<file path="config.mk">
export PLATFORM = sky130hd
export DESIGN_NAME = rnn_stream_driver
export DESIGN_NICKNAME = d
export VERILOG_FILES = /design/src/rtl/rnn_stream_driver.sv
export SDC_FILE = /design/constraint.sdc
export NUM_CORES = 1
export LEC_CHECK = 0
export CELL_PAD_IN_SITES_DETAIL_PLACEMENT = 1
export CELL_PAD_IN_SITES_GLOBAL_PLACEMENT = 1
export CORE_MARGIN = 4
export CORE_UTILIZATION = 40
export DETAILED_ROUTE_END_ITERATION = 6
export PLACE_DENSITY_LB_ADDON = 0.1
export SLEW_MARGIN = 40
export SYNTH_ARGS = -nofsm -noshare
export SYNTH_HDL_FRONTEND = slang
export SYNTH_SLANG_ARGS = --single-unit
</file>
<file path="constraint.sdc">
create_clock -name clk -period 4.1 [get_ports clk]
set_input_delay 0.82 -clock clk [delete_from_list [all_inputs] [get_ports clk]]
set_output_delay 0.82 -clock clk [all_outputs]
set_load 0.03 [all_outputs]
</file>
<file path="src/rtl/rnn_stream_driver.sv">
// Streams fixed-width words into a parallel RNN input vector, waits out the network latency,
// then presents the network result on a valid/ready port. Optional step counter: RNN_DRV_STEPCNT_EN.
module rnn_stream_driver #(
    parameter int DATA_WIDTH  = 16,
    parameter int FRACT_WIDTH = 8,
    parameter int NUM_IN      = 3,
    parameter int LATENCY     = 2
) (
    input  logic                         clk,
    input  logic                         rst,
    input  logic [DATA_WIDTH-1:0]        s_data,
    input  logic                         s_valid,
    input  logic                         s_last,
    output logic                         s_ready,
    output logic [NUM_IN*DATA_WIDTH-1:0] net_in,
    input  logic [DATA_WIDTH-1:0]        net_out,
    output logic [DATA_WIDTH-1:0]        m_data,
    output logic                         m_valid,
    output logic                         m_last,
    input  logic                         m_ready,
    output logic                         busy
`ifdef RNN_DRV_STEPCNT_EN
    ,
    output logic [15:0]                  step_cnt
`endif
);

    localparam int IDX_W = $clog2(NUM_IN);
    localparam int CNT_W = 4;

    // Data is passed through untouched, so the fraction width only needs to be sane.
    if (FRACT_WIDTH < 0 || FRACT_WIDTH > DATA_WIDTH) begin : g_bad_fract
        $error("rnn_stream_driver: FRACT_WIDTH must lie within 0..DATA_WIDTH");
    end
    if (NUM_IN < 2 || NUM_IN > 8) begin : g_bad_num_in
        $error("rnn_stream_driver: NUM_IN must lie within 2..8");
    end
    if (LATENCY < 1 || LATENCY > 15) begin : g_bad_latency
        $error("rnn_stream_driver: LATENCY must lie within 1..15");
    end

    typedef enum logic [1:0] {
        COLLECT,
        APPLY,
        EMIT
    } state_t;

    state_t                         state_q;
    logic [IDX_W-1:0]               idx_q;
    logic [CNT_W-1:0]               wait_q;
    logic [DATA_WIDTH-1:0]          stage_q [NUM_IN];
    logic [NUM_IN*DATA_WIDTH-1:0]   net_in_q;
    logic [NUM_IN*DATA_WIDTH-1:0]   vec_d;
    logic [DATA_WIDTH-1:0]          m_data_q;
    logic                           m_valid_q;
    logic                           m_last_q;
    logic                           last_q;
    logic                           s_ready_q;
    logic                           busy_q;

    logic accept;
    logic last_slot;
    logic emit_hs;

    assign accept    = s_valid & s_ready_q;
    assign last_slot = (idx_q == IDX_W'(NUM_IN - 1));
    assign emit_hs   = m_valid_q & m_ready;

    // Full vector = staged words plus the word arriving on the final slot.
    for (genvar gi = 0; gi < NUM_IN - 1; gi++) begin : g_vec
        assign vec_d[gi*DATA_WIDTH +: DATA_WIDTH] = stage_q[gi];
    end
    assign vec_d[(NUM_IN-1)*DATA_WIDTH +: DATA_WIDTH] = s_data;

    always_ff @(posedge clk or negedge rst) begin
        if (!rst) begin
            state_q   <= COLLECT;
            idx_q     <= '0;
            wait_q    <= '0;
            net_in_q  <= '0;
            m_data_q  <= '0;
            m_valid_q <= 1'b0;
            m_last_q  <= 1'b0;
            last_q    <= 1'b0;
            s_ready_q <= 1'b0;
            busy_q    <= 1'b0;
            for (int i = 0; i < NUM_IN; i++) begin
                stage_q[i] <= '0;
            end
        end else begin
            case (state_q)
                COLLECT: begin
                    s_ready_q <= 1'b1;
                    if (accept) begin
                        if (last_slot) begin
                            net_in_q  <= vec_d;
                            last_q    <= s_last;
                            idx_q     <= '0;
                            wait_q    <= CNT_W'(LATENCY);
                            state_q   <= APPLY;
                            s_ready_q <= 1'b0;
                            busy_q    <= 1'b1;
                        end else begin
                            stage_q[idx_q] <= s_data;
                            idx_q          <= idx_q + 1'b1;
                            busy_q         <= 1'b1;
                        end
                    end
                end
                APPLY: begin
                    // A count of one means this edge is LATENCY edges after net_in moved.
                    if (wait_q == CNT_W'(1)) begin
                        m_data_q  <= net_out;
                        m_last_q  <= last_q;
                        m_valid_q <= 1'b1;
                        wait_q    <= '0;
                        state_q   <= EMIT;
                    end else begin
                        wait_q <= wait_q - 1'b1;
                    end
                end
                EMIT: begin
                    if (emit_hs) begin
                        m_valid_q <= 1'b0;
                        state_q   <= COLLECT;
                        s_ready_q <= 1'b1;
                        busy_q    <= 1'b0;
                    end
                end
                default: begin
                    state_q <= COLLECT;
                end
            endcase
        end
    end

    assign s_ready = s_ready_q;
    assign net_in  = net_in_q;
    assign m_data  = m_data_q;
    assign m_valid = m_valid_q;
    assign m_last  = m_last_q;
    assign busy    = busy_q;

`ifdef RNN_DRV_STEPCNT_EN
    logic [15:0] step_cnt_q;

    // Counts emitted steps within a sequence; the closing vector resets it.
    always_ff @(posedge clk or negedge rst) begin
        if (!rst) begin
            step_cnt_q <= '0;
        end else if (emit_hs) begin
            step_cnt_q <= m_last_q ? 16'd0 : step_cnt_q + 16'd1;
        end
    end

    assign step_cnt = step_cnt_q;
`endif

endmodule

</file>
Yosys cells after proc, flatten, opt, wreduce, memory -nomap -nowiden
Cells that the tools add are included.
W data, S select, Z words.
- eq/ne operators: 8
- bitwise operators: 4
- mux-type cells: 22
- add/sub/neg operators: 2
- reductions and logical operators: 14
- magnitude comparators: 2
- operators with widths (operator ; number):
    $bwmux W48 ; 1
    $demux W16 S2 ; 1
    $mux W16 ; 1
    $reduce_and A3 Y1 ; 5
    $mux W4 ; 3
    $mux W2 ; 5
    $ne A2 B2 Y1 const B ; 4
    $pmux W4 S2 ; 1
    $mux W1 ; 6
    $pmux W1 S2 ; 3
    $pmux W2 S3 ; 1
    $reduce_and A2 Y1 ; 3
    $reduce_bool A2 Y1 ; 3
    $eq A2 B2 Y1 const B ; 2
    $eq A4 B1 Y1 const B ; 1
    $reduce_and A4 Y1 ; 1
    $sub A4 B1 Y4 const B ; 1
    $ge A3 B3 Y1 const B ; 1
    $lt A3 B1 Y1 const B ; 1
    $not A2 Y3 ; 1
    $add A2 B1 Y2 const B ; 1
    $and A1 B1 Y1 ; 2
    $eq A2 B1 Y1 const B ; 1
    $logic_not A2 Y1 ; 1
    2 further kinds ; 2
- bits in registers: 125
- output and inout port bits: 68
- logic and storage cells: 65

Longest topological paths before layout
Gate-level depths: netlist of run 1.
- word-level depth: 6
- gate-level depth with buffers: 7
- gate-level depth less buffers: 6

Worst setup path after synthesis of run 1
OpenSTA, ideal clock, no wires.
- kind: input to register
- start: input port s_valid
- end: register last_q
- data arrival time: 1.861 ns
- path slack: 2.114 ns
- cell stages on the path: 5
- path through: nand4b_2 > or3_1 > buf_6 > buf_12 > mux2_4
- longest elaborated chain between the ends: 2
- ends and longest elaborated chain (item ; RTL line ; source):
    from (decl) ; 12 ; input logic s_valid,
    $and A1 B1 Y1 ; 65 ; assign accept = s_valid & s_ready_q;
    $reduce_and A3 Y1 (no line) ; -- ;
    to (signal assigned) ; 97 ; last_q <= s_last;
    to (decl) ; 57 ; logic last_q;
Every way passes these cells.
A chain may end at the register's enable or synchronous reset.

Worst setup path after layout of run 1
- start: input port s_valid
- end: register net_in_q[41], in the netlist net_in[41]
- longest elaborated chain between the ends: 2
- ends and longest elaborated chain (item ; RTL line ; source):
    $and A1 B1 Y1 ; 65 ;
    $reduce_and A3 Y1 (no line) ; -- ;
    to (signal assigned) ; 96 ; net_in_q <= vec_d;
    to (decl) ; 52 ; logic [NUM_IN*DATA_WIDTH-1:0] net_in_q;
Every way passes these cells.

==> results of run 1 <==
[Yosys cell counts]
master and number:
a211oi_1 1, nor4_1 1, o21a_1 1, buf_2 3, a31oi_1 1, mux2_2 41, ha_1 2, nor3_4 1
or3_1 1, a21boi_0 1, o41ai_1 1, nand2_1 10, nand4b_2 1, o21ai_0 4, buf_4 1, buf_12 5
nand4bb_2 1, clkbuf_1 1, nor2b_1 2, nor3b_1 1, buf_6 2, a21o_2 2, dfrtp_1 109, mux2_1 9
mux2_4 49, nand2_2 1, nor2_1 4, a22oi_1 1, a21oi_1 4, inv_1 4
[per-layer routing]
metal | vias up | track usage | share of wire
li1 | 1138 | - | -
met1 | 1301 | 0.194 | 0.45
met2 | 47 | 0.228 | 0.50
met3 | 11 | 0.0239 | 0.033
met4 | 0 | 0.0497 | 0.016
met5 | - | 0 | 0
[power groups by stage]
stage          clock, mW  combinational [mW]  sequential, mW
5_1_grt            0.861                2.54            2.02
3_5_place_dp           0                2.44            1.96
2_1_floorplan          0               0.970            2.52
4_1_cts            0.806                2.45            1.94
6_report           0.774                2.40            1.94
3_3_place_gp           0                2.39            1.94
[worst reg2reg max path: stages, from the launching register on]
cell and delay, ps:
dfrtp_1 530, nand4bb_2 400, nor3_4 530, buf_4 260, mux2_2 330
[registers in the layout (all words and copies together) (netlist names)]
signal / flops
m_data: 16
net_in: 48
m_last: 1
last_q: 1
wait_q: 4
state_q: 2
s_ready: 1
m_valid: 1
stage_q: 32
idx_q: 2
busy: 1
[worst max path at each step]
stage	startpoint	end	slack (ps)	depth (start not counted)
after global routing	s_valid	stage_q[41]	1550	5
after floorplan	s_valid	last_q	2110	5
after global placement	s_valid	net_in[40]	1270	4
after CTS	s_valid	net_in[13]	1610	5
after detailed placement	s_valid	net_in[14]	1240	5
final	s_valid	net_in[41]	1600	5
[kinds of logic (layout without fill, tap and decap cells)]
group | Yosys count | after routing | share of synthesized area
AOI/OAI and AO/OA | 16 | 16 | 0.0230
and+or+nand+nor | 23 | 23 | 0.0312
adders and majority gates | 2 | 2 | 0.00561
buffers and inverters | 16 | 128 | 0.0368
muxes | 99 | 99 | 0.291
DFF | 109 | 109 | 0.612
[metrics by stage]
stage / power [mW] / util / cell area [µm²] / std cells / hold slack (ps)
finish: 5.11 / 0.535 / 5820 / 517 / 503
global route: 5.42 / 0.535 / 5820 / 517 / 522
CTS: 5.19 / 0.534 / 5820 / 517 / 508
detailed placement: 4.40 / 0.512 / 5570 / 501 / 486
global placement: 4.33 / 0.510 / 5550 / 500 / 474
floorplan: 3.49 / - / 4460 / 265 / 464
[cell type report]
type,instances,area [µm²],share of cell area
Multi-Input combinational cell,140,1570,0.270
Timing Repair Buffer,108,1090,0.187
Tap cell,140,175,0.0301
Clock buffer,10,138,0.0236
Clock inverter,6,109,0.0187
Inverter,4,15.0,0.00258
Sequential cell,109,2730,0.468
==> results.json, run 1 <==
{
  "cts_made_buffers": 9,
  "syn_to_final_growth_pct": 30.7,
  "synth_area_leaders": "dfrtp_1 (61%), mux2_4 (17%), mux2_2 (10%)",
  "place_ws_ps": 1240,
  "min_path_cells": 1,
  "fin_ws_ps": 1600,
  "power_switching_mw": 1.83,
  "n_fill_cell": 1101,
  "clkPwrFrac": 0.151,
  "via_per_inst": 4.83,
  "synth_top_area_cell": "dfrtp_1",
  "cts-root-buf": "clkbuf_8",
  "cts_sinks": 109,
  "syn_area_per_cell_um2": 16.8,
  "path_buf_inv": 2,
  "skew_ps": 10.3,
  "p_per_area_nw_per_um2": 878,
  "slowest_stage": "or3_4",
  "antenna_cells": 0,
  "max_clock_freq_ghz": 0.400,
  "die_w_um": 114,
  "dp_hpwl_mm": 6.08,
  "core.rowCount": 38,
  "cp.arrival_ps": 2730,
  "synth.distinct_cells": 30,
  "setup_viol": 0,
  "drive_gt1_frac": 0.316,
  "start_kind": "input port",
  "critPathTopFamily": "simple AND/OR/NAND/NOR gates",
  "final_max_slew_viol_count": 0,
  "r2r_end": "stage_q[46]",
  "antenna_found_initial": 0,
  "rsz0062_at_grt": "false",
  "mostFrequentLayoutCells": "dfrtp_1 (109), clkdlybuf4s50_1 (103), mux2_4 (49)",
  "final.min_clock_period_ps": 2500,
  "ff2ff_path_depth": 4,
  "clock_latency_ps": 350,
  "dr.first_iter.drc_count": 64,
  "synth_warnings": 0,
  "min_from": "stage_q[23]",
  "ys_seq_area_frac": 0.612,
  "p_seq_frac": 0.379,
  "grt_pass1_vias": 2769,
  "holdBufCountCts": 0,
  "drc": 0,
  "cp.required_ps": 4330,
  "path_max_fanout": 26,
  "gp_congestion": 0.706,
  "die_h_um": 114,
  "swShare": 0.358,
  "combPwrFrac": 0.470,
  "core_area_um2": 10900,
  "intPower_mw": 3.28,
  "clkTransAtPathRegs_ps": 100,
  "mostFrequentLayoutCell": "dfrtp_1",
  "syn_inst": 265,
  "yosys_register_bits": 109,
  "rrSetupSlack_ps": 1940,
  "io_buffer_count": 104,
  "io_pins": 105,
  "firstDrtPassIters": 3,
  "critical-path-max-stage-delay_ps": 600,
  "timing_hold_violations_final": 0,
  "cts_tree": "done",
  "cts_resized": 0,
  "ant_nets": 0,
  "initial_core_util": 0.409,
  "grtUsageTotal": 0.141,
  "clk_path_buf_depth": 2,
  "r2r-start": "state_q[1]",
  "status": "completed",
  "syn_area_um2": 4460,
  "relSlewSlack": 0.559,
  "grt_start_max_net_pins": 85,
  "vias": 2497,
  "syn_nets": 304,
  "htree_num_levels": 3,
  "worst_pin_slew_ps": 661,
  "hold-path-endpoint": "stage_q[23]",
  "die-area_um2": 12900,
  "hp-class": "reg -> reg",
  "wl_per_cell_um": 16.9,
  "critPathKind": "in -> reg",
  "finalSetupTns_ps": 0,
  "postCtsSetupRepairBufs": 0,
  "path_cells": "clkdlybuf4s50_1 -> nand4b_2 -> or3_4 -> buf_12 -> mux2_4",
  "nets": 411,
  "synth_top_area_share": 0.612,
  "fin_crit_sh": 0.609,
  "grt.overflow.total": 0,
  "wl_mm": 8.72,
  "p_leak_nw": 2.66,
  "maxCapViolCount": 0,
  "cp-end-kind": "flop",
  "ir_worst_vdd_mv": 0.310,
  "grt_first_pass_wirelength_mm": 14.6
}
(Power assumes the default switching activity.)
==> inputs of run 2 (changes only) <==
==> constraint.sdc (replaced) <==
create_clock -name clk -period 2.3 [get_ports clk]
set_input_delay 0.46 -clock clk [delete_from_list [all_inputs] [get_ports clk]]
set_output_delay 0.46 -clock clk [all_outputs]
set_load 0.03 [all_outputs]
==> results.json, run 2 (synthesis gave the netlist of run 1 again) <==
{
  "status": "completed",
  "cts_sinks": 109,
  "wl_mm": 9.07,
  "final.min_clock_period_ps": 1990,
  "worst_pin_slew_ps": 485,
  "io_pins": 105,
  "path_cells": "clkdlybuf4s50_1",
  "critPathKind": "reg -> out",
  "drc": 0,
  "cp-end-kind": "output port",
  "gp_congestion": 0.665,
  "mostFrequentLayoutCells": "dfrtp_1 (109), clkdlybuf4s50_1 (103), mux2_4 (49)",
  "cts_made_buffers": 9,
  "final_cell_area_um2": 5880,
  "multiInputGateArea_um2": 1570,
  "n_fill_cell": 1067,
  "clkTransAtPathRegs_ps": 100,
  "p_seq_frac": 0.379,
  "antenna_found_initial": 0,
  "intPower_mw": 5.75,
  "drive_gt1_frac": 0.326,
  "antenna_cells": 0,
  "slowest_stage": "clkdlybuf4s50_1",
  "max_clock_freq_ghz": 0.502,
  "grt.overflow.total": 0,
  "largest_register_ffs": 48,
  "core.rowCount": 38,
  "relSlewSlack": 0.676,
  "dr.first_iter.drc_count": 96,
  "die-area_um2": 12900,
  "holdBufCountCts": 0,
  "dp_hpwl_mm": 6.48,
  "cts_tree": "done",
  "utilization": 0.540,
  "seq_area_um2": 2730,
  "skew_ps": 8.51,
  "maxCapViolCount": 0,
  "firstDrtPassIters": 3,
  "io_buffer_count": 104,
  "initial_core_util": 0.409,
  "via_per_inst": 4.79,
  "htree_num_levels": 3,
  "cp.required_ps": 1840,
  "core_area_um2": 10900,
  "path_buf_inv": 1,
  "final_max_slew_viol_count": 0,
  "start_kind": "flop",
  "grt_pass1_vias": 2922,
  "cts_resized": 0,
  "cts-root-buf": "clkbuf_8",
  "critPathTopFamily": "buffers and inverters",
  "nets": 418,
  "rsz0062_at_grt": "false",
  "grt_first_pass_wirelength_mm": 15.2,
  "wl_per_cell_um": 17.3,
  "clock_latency_ps": 360,
  "combPwrFrac": 0.486,
  "mostFrequentLayoutCell": "dfrtp_1",
  "placed_area_um2": 5660,
  "clkPwrFrac": 0.135,
  "postCtsSetupRepairBufs": 0,
  "power_switching_mw": 3.31,
  "instances_no_fill": 524,
  "swShare": 0.365,
  "power_mw": 9.06,
  "hp-class": "in -> async",
  "finalSetupTns_ps": 0,
  "critical-path-max-stage-delay_ps": 710,
  "p_leak_nw": 2.69,
  "syn_to_final_growth_pct": 31.9,
  "clk_path_buf_depth": 2,
  "path_max_fanout": 4,
  "dpl.cell_count": 508,
  "fin_crit_sh": 0.866,
  "grtUsageTotal": 0.151,
  "p_per_area_nw_per_um2": 1540,
  "vias": 2509,
  "die_h_um": 114,
  "die_w_um": 114,
  "cp.arrival_ps": 1530,
  "ir_worst_vdd_mv": 0.621,
  "timing_hold_violations_final": 0,
  "ant_nets": 0,
  "setup_viol": 0,
  "grt_start_max_net_pins": 42
}
[run 2: changes by cell type in the layout (fill, tap and decap cells not counted), sizes merged]
cell      delta
buf          +8
bufinv       -2
clkbuf       +1
clkinvlp     +1
inv          -1
[run 2: path summary, 6_finish.rpt]
check	startpoint	end	slack, ps	cells past startpoint
min	rst	net_in[40]	30	1
min in group clk	stage_q[23]	stage_q[23]	500	1
max in group asynchronous	rst	stage_q[44]	1640	2
max	s_ready	s_ready	310	1
min reg2reg	stage_q[23]	stage_q[23]	500	1
max reg2reg	wait_q[1]	m_data[7]	480	6
[run 2: routing by layer]
metal  routed length (µm)  vias to the layer above  track usage
met5                    0                        -            0
met4                  155                        0       0.0649
met3                  299                       12       0.0297
met2                 4740                       48        0.255
met1                 3880                     1286        0.188
li1                     -                     1163            -
[run 2: area by class of cell]
cell class | count | share of cell area
repair buffers | 115 | 0.199
well taps | 140 | 0.0298
flip-flops and latches | 109 | 0.464
inverters | 4 | 0.00255
clock buffers | 12 | 0.0281
multi-input cells | 140 | 0.267
clock inverters | 4 | 0.00936
[run 2: metrics by stage]
stage	setup slack (ps)	hold WS, ps
2_1_floorplan	539	164
3_3_place_gp	109	436
3_5_place_dp	98.2	441
4_1_cts	270	20.3
5_1_grt	230	39.8
6_report	309	29.3
[run 2: power groups by stage]
stage	sequential, mW	combinational [mW]	clock (mW)
after global placement	3.43	4.36	0
after CTS	3.45	4.48	1.29
final	3.43	4.41	1.22
after detailed placement	3.48	4.47	0
after floorplan	4.49	1.73	0
after global routing	3.58	4.66	1.37
==> inputs of run 3 (changes only) <==
--- a/config.mk
+++ b/config.mk
@@ -5,10 +5,12 @@
 export SDC_FILE = /design/constraint.sdc
 export NUM_CORES = 1
 export LEC_CHECK = 0
+export ABC_AREA = 1
+export CAP_MARGIN = 0
 export CELL_PAD_IN_SITES_DETAIL_PLACEMENT = 1
 export CELL_PAD_IN_SITES_GLOBAL_PLACEMENT = 1
 export CORE_MARGIN = 4
-export CORE_UTILIZATION = 40
+export CORE_UTILIZATION = 37
 export DETAILED_ROUTE_END_ITERATION = 6
 export PLACE_DENSITY_LB_ADDON = 0.1
 export SLEW_MARGIN = 40
==> results.json, run 3 <==
{
  "path_buf_inv": 1,
  "clock_latency_ps": 340,
  "cts_tree": "done",
  "finalSetupTns_ps": 0,
  "path_cells": "clkdlybuf4s50_1",
  "syn_to_final_growth_pct": 36.1,
  "antenna_found_initial": 0,
  "io_pins": 105,
  "ant_nets": 0,
  "nets": 593,
  "syn_area_per_cell_um2": 9.35,
  "setup_viol": 0,
  "skew_ps": 6.48,
  "vias": 3436,
  "critPathTopFamily": "buffers and inverters",
  "syn_inst": 453,
  "cp-end-kind": "output port",
  "grt_first_pass_wirelength_mm": 18.3,
  "core.rowCount": 38,
  "critical-path-max-stage-delay_ps": 690,
  "synth-async-reset-ratio": 1.00,
  "start_kind": "flop",
  "synth_top_area_share": 0.644,
  "cts-root-buf": "clkbuf_16",
  "final.min_clock_period_ps": 1880,
  "core_area_um2": 11000,
  "wl_mm": 10.9,
  "ff2ff_path_depth": 7,
  "cts_sinks": 109,
  "rrSetupSlack_ps": 570,
  "die-area_um2": 13200,
  "final_max_slew_viol_count": 0,
  "drc": 0,
  "r2r-start": "wait_q[1]",
  "die_w_um": 115,
  "rsz0062_at_grt": "false",
  "yosys_register_bits": 109,
  "clk_path_buf_depth": 2,
  "postCtsSetupRepairBufs": 0,
  "gp_congestion": 0.745,
  "r2r_end": "m_data[5]",
  "grt_pass1_vias": 3660,
  "synth_top_area_cell": "dfrtp_1",
  "grt_start_max_net_pins": 68,
  "relSlewSlack": 0.713,
  "synth_most_common_cell": "nand2_1",
  "cp.required_ps": 1840,
  "antenna_cells": 0,
  "syn_area_um2": 4240,
  "cts_resized": 0,
  "clkTransAtPathRegs_ps": 70,
  "maxCapViolCount": 0,
  "ys.flop_type": "dfrtp_1",
  "initial_core_util": 0.384,
  "ys_seq_area_frac": 0.644,
  "slowest_stage": "clkdlybuf4s50_1",
  "status": "completed",
  "htree_num_levels": 3,
  "dr.first_iter.drc_count": 165,
  "instances_no_fill": 699,
  "critPathKind": "reg -> out",
  "path_max_fanout": 2,
  "firstDrtPassIters": 4,
  "dpl.cell_count": 683,
  "ir_worst_vdd_mv": 0.590,
  "synth.distinct_cells": 20,
  "max_clock_freq_ghz": 0.531,
  "synth-edff-count": 0,
  "cp.arrival_ps": 1420,
  "largest_register_ffs": 48,
  "grtUsageTotal": 0.173,
  "syn_nets": 492,
  "synth_area_leaders": "dfrtp_1 (64%), nand2_1 (15%), nand3_1 (6.5%)",
  "io_buffer_count": 104,
  "cts_made_buffers": 9,
  "die_h_um": 115,
  "synth_warnings": 0,
  "synthTopCellsByCount": "nand2_1 (170), dfrtp_1 (109), nand3_1 (55), o21ai_0 (44), inv_1 (25)",
  "grt.overflow.total": 0,
  "mostFrequentLayoutCell": "nand2_1",
  "wl_per_cell_um": 15.5,
  "hp-class": "in -> async",
  "holdBufCountCts": 0,
  "drive_gt1_frac": 0.0590,
  "via_per_inst": 4.92,
  "fin_crit_sh": 0.818,
  "timing_hold_violations_final": 0,
  "worst_pin_slew_ps": 430,
  "dp_hpwl_mm": 7.61,
  "mostFrequentLayoutCells": "nand2_1 (170), dfrtp_1 (109), clkdlybuf4s50_1 (103)",
  "p_per_area_nw_per_um2": 1530,
  "p_leak_nw": 2.84
}
[run 3: cell families (layout without fill, tap and decap cells)]
logic type               count (synthesis)  after routing  synth area share
adder cells (fa/ha/maj)                  2              2           0.00590
XOR/XNOR                                 1              1           0.00207
flip-flops                             109            109             0.644
buffers and inverters                   50            156            0.0490
AO/OA/AOI/OAI                           55             55            0.0650
AND/OR/NAND/NOR                        236            236             0.234
[run 3: layout make-up]
| cell class | count | area, µm² |
|---|---|---|
| Sequential cell | 109 | 2730 |
| Timing Repair Buffer | 113 | 1160 |
| Tap cell | 140 | 175 |
| Clock buffer | 10 | 239 |
| Inverter | 27 | 101 |
| Fill cell | 1293 | 5260 |
| Clock inverter | 6 | 61.3 |
| Multi-Input combinational cell | 294 | 1310 |
[run 3: where the power goes]
part	internal [mW]	total, mW	switching [mW]
sequential	2.79	3.32	0.531
combinational	1.51	3.96	2.44
clock	0.873	1.56	0.685
[run 3: worst max path at each step]
stage	end	start	cells past startpoint	slack [ps]
3_5_place_dp	net_in[44]	s_valid	6	340
6_report	net_in[14]	net_in[14]	1	420
2_1_floorplan	stage_q[18]	s_ready	6	800
3_3_place_gp	net_in[21]	s_valid	6	400
4_1_cts	s_ready	s_ready	1	410
5_1_grt	m_data[6]	wait_q[1]	7	350
[run 3: layer usage]
metal / part of all wire / vias up / global-route usage
met2: 0.49 / 76 / 0.290
met1: 0.46 / 1706 / 0.233
met3: 0.044 / 8 / 0.0263
met4: 0.0083 / 0 / 0.0516
li1: - / 1646 / -
met5: 0 / - / 0
[run 3: metrics by stage]
step	setup slack [ps]	util	area [µm²]	hold WS (ps)	total power, mW
floorplan	799	-	4240	164	5.59
global placement	398	0.496	5470	424	7.21
detailed placement	336	0.496	5470	427	7.36
CTS	406	0.523	5770	63.9	8.96
global route	355	0.523	5770	84.9	9.45
finish	417	0.523	5770	51.6	8.83
